==> config.mk <==
export PLATFORM = sky130hd
export DESIGN_NAME = mlblock_flex_mac_array
export DESIGN_NICKNAME = d
export VERILOG_FILES = /design/src/rtl/mlblock_flex_mac_array.sv
export SDC_FILE = /design/constraint.sdc
export NUM_CORES = 2
export LEC_CHECK = 0
export CAP_MARGIN = 20
export CORE_MARGIN = 3
export CORE_UTILIZATION = 50
export CTS_CLUSTER_SIZE = 14
export DETAILED_ROUTE_END_ITERATION = 12
export DONT_BUFFER_PORTS = 1
export GPL_TIMING_DRIVEN = 0
export PLACE_DENSITY = 0.7
export SLEW_MARGIN = 20
export SYNTH_ARGS = -nofsm -noshare
export SYNTH_HDL_FRONTEND = slang
export SYNTH_SLANG_ARGS = --single-unit
export TNS_END_PERCENT = 50
==> constraint.sdc <==
create_clock -name clk -period 19.77 [get_ports clk]
set_clock_uncertainty 0.2 [all_clocks]
set_input_delay 3.954 -clock clk [delete_from_list [all_inputs] [get_ports clk]]
set_output_delay 3.954 -clock clk [all_outputs]
set_load 0.1 [all_outputs]
==> src/rtl/mlblock_flex_mac_array.sv <==
// Tiled signed MAC array: config scan chain, cascaded weight chain, result cascade, selectable dataflow.
// Optional feature: define MLB_ACC_SAT_EN to saturate accumulation instead of wrapping.
module mlblock_flex_mac_array #(
    parameter int LANES     = 4,
    parameter int I_W       = 8,
    parameter int W_W       = 8,
    parameter int RES_W     = 32,
    parameter int ACC_CNT_W = 8
) (
    input  logic                   clk,
    input  logic                   reset,
    input  logic                   config_en,
    input  logic                   config_in,
    output logic                   config_out,
    input  logic [LANES*I_W-1:0]   I_in,
    input  logic                   I_valid,
    input  logic [W_W-1:0]         W_in,
    input  logic                   W_en,
    output logic [W_W-1:0]         W_out,
    input  logic [LANES*RES_W-1:0] Res_cas_in,
    input  logic                   Res_cas_in_zero,
    output logic [LANES*RES_W-1:0] Res_out,
    output logic                   Res_valid,
    output logic [LANES*RES_W-1:0] Res_cas_out,
    output logic                   busy
);
    localparam int CONF_W = 2 + ACC_CNT_W;

    localparam logic [1:0] MODE_LANE  = 2'b00;
    localparam logic [1:0] MODE_RED   = 2'b01;
    localparam logic [1:0] MODE_BCAST = 2'b10;

    localparam logic [ACC_CNT_W-1:0] CNT_ZERO = {ACC_CNT_W{1'b0}};
    localparam logic [ACC_CNT_W-1:0] CNT_ONE  = {{(ACC_CNT_W-1){1'b0}}, 1'b1};
    localparam logic [RES_W-1:0]     RES_ZERO = {RES_W{1'b0}};

    // Signed add of two RES_W values; one extra bit exposes overflow for clamping.
    function automatic logic [RES_W-1:0] acc_add(input logic [RES_W-1:0] a,
                                                 input logic [RES_W-1:0] b);
        logic [RES_W:0] sum;
        sum = {a[RES_W-1], a} + {b[RES_W-1], b};
`ifdef MLB_ACC_SAT_EN
        if (sum[RES_W] != sum[RES_W-1]) begin
            acc_add = sum[RES_W] ? {1'b1, {(RES_W-1){1'b0}}} : {1'b0, {(RES_W-1){1'b1}}};
        end else begin
            acc_add = sum[RES_W-1:0];
        end
`else
        acc_add = sum[RES_W-1:0];
`endif
    endfunction

    logic [CONF_W-1:0]          sr_r;
    logic                       cfg_en_d_r;
    logic [1:0]                 mode_r;
    logic [ACC_CNT_W-1:0]       acc_len_r;
    logic [W_W-1:0]             w_r [LANES];
    logic signed [RES_W-1:0]    i_ext_s [LANES];
    logic signed [RES_W-1:0]    w_ext_s [LANES];
    logic [RES_W-1:0]           lane_prod_s [LANES];
    logic [RES_W-1:0]           red_sum_s;
    logic [RES_W-1:0]           prod_s [LANES];
    logic [RES_W-1:0]           prod_r [LANES];
    logic [RES_W-1:0]           cas_s [LANES];
    logic [RES_W-1:0]           acc_nxt_s [LANES];
    logic [RES_W-1:0]           acc_r [LANES];
    logic [RES_W-1:0]           res_r [LANES];
    logic                       p_valid_r;
    logic                       p_first_r;
    logic                       p_last_r;
    logic                       res_valid_r;
    logic [ACC_CNT_W-1:0]       cnt_r;
    logic                       load_s;
    logic                       accept_s;
    logic                       last_beat_s;

    // Config takes effect on the falling edge of config_en; beats are blocked while it changes.
    assign load_s      = cfg_en_d_r & ~config_en;
    assign accept_s    = I_valid & ~config_en & ~load_s;
    assign last_beat_s = (cnt_r == acc_len_r);

    // Scan-chain shift register and active configuration
    always_ff @(posedge clk or negedge reset) begin
        if (!reset) begin
            sr_r       <= {CONF_W{1'b0}};
            cfg_en_d_r <= 1'b0;
            mode_r     <= MODE_LANE;
            acc_len_r  <= CNT_ZERO;
        end else begin
            cfg_en_d_r <= config_en;
            if (config_en) begin
                sr_r <= {sr_r[CONF_W-2:0], config_in};
            end
            if (load_s) begin
                mode_r    <= sr_r[CONF_W-1 -: 2];
                acc_len_r <= sr_r[ACC_CNT_W-1:0];
            end
        end
    end

    // Weight shift chain; lane LANES-1 cascades out to the next tile
    always_ff @(posedge clk or negedge reset) begin
        if (!reset) begin
            for (int l = 32'sd0; l < LANES; l++) begin
                w_r[l] <= {W_W{1'b0}};
            end
        end else if (W_en) begin
            w_r[0] <= W_in;
            for (int l = 32'sd1; l < LANES; l++) begin
                w_r[l] <= w_r[l-1];
            end
        end
    end

    // Sign-extended per-lane products and their reduction sum
    always_comb begin
        red_sum_s = RES_ZERO;
        for (int l = 32'sd0; l < LANES; l++) begin
            i_ext_s[l]     = RES_W'($signed(I_in[l*I_W +: I_W]));
            w_ext_s[l]     = RES_W'($signed(w_r[l]));
            lane_prod_s[l] = i_ext_s[l] * w_ext_s[l];
            red_sum_s      = red_sum_s + lane_prod_s[l];
        end
    end

    // Dataflow-mode product select; mode 11 falls back to per-lane
    always_comb begin
        for (int l = 32'sd0; l < LANES; l++) begin
            case (mode_r)
                MODE_LANE:  prod_s[l] = lane_prod_s[l];
                MODE_RED:   prod_s[l] = (l == 32'sd0) ? red_sum_s : RES_ZERO;
                MODE_BCAST: prod_s[l] = i_ext_s[0] * w_ext_s[l];
                default:    prod_s[l] = lane_prod_s[l];
            endcase
        end
    end

    // Product stage and window beat counter; a config load aborts the window
    always_ff @(posedge clk or negedge reset) begin
        if (!reset) begin
            p_valid_r <= 1'b0;
            p_first_r <= 1'b0;
            p_last_r  <= 1'b0;
            cnt_r     <= CNT_ZERO;
            for (int l = 32'sd0; l < LANES; l++) begin
                prod_r[l] <= RES_ZERO;
            end
        end else if (load_s) begin
            p_valid_r <= 1'b0;
            p_first_r <= 1'b0;
            p_last_r  <= 1'b0;
            cnt_r     <= CNT_ZERO;
        end else begin
            p_valid_r <= accept_s;
            if (accept_s) begin
                prod_r    <= prod_s;
                p_first_r <= (cnt_r == CNT_ZERO);
                p_last_r  <= last_beat_s;
                cnt_r     <= last_beat_s ? CNT_ZERO : cnt_r + CNT_ONE;
            end
        end
    end

    // Next accumulator value: first beat seeds from the cascade input
    always_comb begin
        for (int l = 32'sd0; l < LANES; l++) begin
            cas_s[l]     = Res_cas_in_zero ? RES_ZERO : Res_cas_in[l*RES_W +: RES_W];
            acc_nxt_s[l] = acc_add(p_first_r ? cas_s[l] : acc_r[l], prod_r[l]);
        end
    end

    // Accumulator and result registers with single-cycle valid strobe
    always_ff @(posedge clk or negedge reset) begin
        if (!reset) begin
            res_valid_r <= 1'b0;
            for (int l = 32'sd0; l < LANES; l++) begin
                acc_r[l] <= RES_ZERO;
                res_r[l] <= RES_ZERO;
            end
        end else begin
            res_valid_r <= 1'b0;
            if (p_valid_r && !load_s) begin
                acc_r <= acc_nxt_s;
                if (p_last_r) begin
                    res_r       <= acc_nxt_s;
                    res_valid_r <= 1'b1;
                end
            end
        end
    end

    // Flatten lane results onto the output buses
    always_comb begin
        for (int l = 32'sd0; l < LANES; l++) begin
            Res_out[l*RES_W +: RES_W] = res_r[l];
        end
    end

    assign Res_cas_out = Res_out;
    assign Res_valid   = res_valid_r;
    assign W_out       = w_r[LANES-1];
    assign config_out  = sr_r[CONF_W-1];
    assign busy        = (cnt_r != CNT_ZERO) | p_valid_r;

endmodule

==> flow_summary.ini <==
[outcome]
outcome = finished clean

[grt]
grt_pass1_vias = 34150
track_usage_pct = 29.71
grt_pass1_wl_um = 205200
antenna_found_initial = 16
gr-total-overflow = 0
grt_max_degree = 402

[floorplanning]
start_util_pct = 50.93
die_w_um = 299.1
num_rows = 106
die_y_um = 299.1
io_pins = 442
coreArea_mm2 = 0.08435
dieArea_mm2 = 0.08948

[clocking]
cts_root_buf = clkbuf_16
clock_path_buffers = 3
cts_tree = yes
clk_pin_slew_ns = 0.07
cts.sinks = 401
post_cts_buffers = 0
worstSkewPairLatency_ns = 0.62
hold_buffers = 0
cts-buffers-inserted = 48
cts_resized = 0
cts.htree.levels = 2

[critical_path]
r2r-start = w_ext_s[38]
r2r_cells = 30
path_max_fanout = 8
crit_slowest_cell = a31oi_1
critPathKind = primary input to flop
worstPathArrival_ns = 11.68
rr_endpoint = prod_r[119]
critPathMaxStageDelay_ns = 0.74
crit_path_end_kind = flop
cp-start-kind = primary input
cpMostUsedCell = fa_1
crit_required_ns = 20.01
r2r_slack_ns = 10.48

[sta]
rsz0062_at_grt = false
tightest_slew_ns = 1.203
fmax_mhz = 87.42
holdWs_ns = 0.2811
hold_violations = 0
setup_violations = 0
slew_headroom_pct = 19.77
slew_viol_final = 0
period_minus_slack_ns = 11.44
worst_slack_ns = 8.331
setup_tns_ns = 0
period_share_pct = 57.86

[hold_path]
hold_end = acc_r[103]
holdCritPathClass = flop to flop
hold_start = acc_r[103]
holdPathStages = 2

[synth]
synth_seq_cells = 401
syn-instance-count = 4926
ys_seq_area_share_pct = 23.36
synth_edf_count = 0
netlist_area_mm2 = 0.04296
synth_cell_types = 78
synthesis.nets = 5872
synth-main-ff-cell = dfrtp_1
async_flop_share_pct = 100.0
ys_warn_count = 0
avgSynthCellArea_um2 = 8.722

[finish]
syn_to_final_growth_pct = 7.752
final_net_count = 5922
layout-drive-gt1-share_pct = 6.979
stdcell_area_mm2 = 0.04629
nFillCells = 7753

[run]
maxCapViolations = 0

[routing]
viasPerCell = 5.596
drtAntennaViolNets = 0
wire_per_inst_um = 21.86
wirelength_um = 134700
vias = 34480
drt-pass1-iter-count = 6
drc = 0
first_iter_violations = 2768

[place]
io_buffers = 0
dp_slack_ns = 7.822
hpwl_um = 108500
dpl_cell_area_mm2 = 0.04438
gp_congestion = 0.9551
-- critical path: cells and delay by family --
family,cells,cell delay [ns]
fa+ha+maj,9,3.43
compound gates,9,2.60
xor+xnor,1,0.73
simple gates,6,0.72
buf+inv,4,0.21
-- stage by stage --
stage | utilization [%] | std cells
after floorplan | - | 4926
after global placement | 52.62 | 6060
after detailed placement | 52.62 | 6060
after CTS | 54.84 | 6149
after global routing | 54.88 | 6160
final | 54.88 | 6161
-- final cells by class --
| cell class | instances | area [µm²] | area share, % |
|---|---|---|---|
| multi-input cells | 3479 | 28490 | 61.55 |
| flip-flops and latches | 401 | 10030 | 21.68 |
| inverters | 723 | 2714 | 5.862 |
| plain buffers | 323 | 1724 | 3.724 |
| well taps | 1134 | 1419 | 3.065 |
| clock buffers | 61 | 1351 | 2.919 |
| clock inverters | 28 | 525.5 | 1.135 |
| diodes | 12 | 30.03 | 0.06487 |
-- how the worst max path moves through the flow --
| stage | start | endpoint | slack, ns |
|---|---|---|---|
| after detailed placement | I_in[20] | prod_r[119] | 7.82 |
| after global placement | I_in[21] | prod_r[127] | 7.97 |
| after global routing | I_in[20] | prod_r[119] | 8.03 |
| after CTS | I_in[20] | prod_r[119] | 8.42 |
| after floorplan | I_in[29] | prod_r[115] | 9.21 |
| final | I_in[20] | prod_r[119] | 8.33 |
-- layer usage --
| layer | vias to the layer above | global-route usage, % | routed length (µm) |
|---|---|---|---|
| met2 | 1338 | 49.69 | 64120 |
| met1 | 16930 | 37.74 | 54210 |
| met3 | 301 | 5.034 | 9637 |
| met4 | 8 | 13.62 | 6692 |
| li1 | 15900 | - | - |
| met5 | - | 0 | 54 |
-- Yosys cell counts (all sizes together), types with 71 or more instances --
master | number | area share [%]
nor2 | 220 | 1.9
buf | 161 | 2.6
clkbuf | 162 | 1.4
mux2 | 98 | 2.6
ha | 349 | 10
fa | 422 | 20
a21o | 71 | 1.2
xnor2 | 185 | 3.8
dfrtp | 401 | 23
and2 | 276 | 4.0
o21ai | 365 | 4.3
nand2 | 721 | 6.3
inv | 720 | 6.3
a21oi | 165 | 1.9
-- cells by family after synthesis --
family                     synth area share [%]
and+or+nand+nor                           16.11
buffers and inverters                     10.33
AOI/OAI and AO/OA                         12.55
adders and majority gates                 29.83
DFF                                       23.36
xor gates and xnor gates                  5.097
muxes                                     2.732
-- sequential cells by signal, indices dropped and copies added (netlist names) --
| register | cells |
|---|---|
| cfg_en_d_r | 1 |
| W_out | 8 |
| p_first_r | 1 |
| cnt_r | 8 |
| sr_r | 10 |
| p_valid_r | 1 |
| p_last_r | 1 |
| acc_r | 128 |
| acc_len_r | 8 |
| Res_cas_out | 128 |
| mode_r | 2 |
| w_ext_s | 24 |
| prod_r | 80 |
| Res_valid | 1 |
-- cell usage in the layout (no fill, tap or decap), types with 9 or more instances in the layout --
master / synthesis / routed
a211o_1: 12 / 12
a211oi_1: 21 / 21
a21o_1: 71 / 71
a21oi_1: 165 / 165
a221oi_1: 32 / 32
a31oi_1: 25 / 25
and2_1: 276 / 276
and3_1: 25 / 25
buf_1: 24 / 24
buf_4: 136 / 136
bufinv_16: 0 / 13
clkbuf_1: 162 / 166
clkbuf_16: 0 / 49
dfrtp_1: 401 / 401
diode_2: 0 / 12
fa_1: 422 / 422
ha_1: 349 / 349
inv_1: 719 / 719
mux2_2: 98 / 98
nand2_1: 721 / 721
nand2b_1: 56 / 56
nand3_1: 59 / 59
nand4_1: 14 / 14
nor2_1: 220 / 220
nor2b_1: 25 / 25
nor3_1: 36 / 36
nor4_1: 11 / 11
o211ai_1: 16 / 16
o21a_1: 30 / 30
o21ai_0: 340 / 340
o21ai_1: 24 / 24
o21bai_1: 18 / 18
o221ai_1: 9 / 9
o41ai_1: 10 / 10
or3_1: 10 / 10
xnor2_1: 185 / 185
xor2_1: 65 / 65
Power is left out: the tool's default activity adds up to more than one toggle a clock period on the data nets, which glitch-free logic cannot reach.
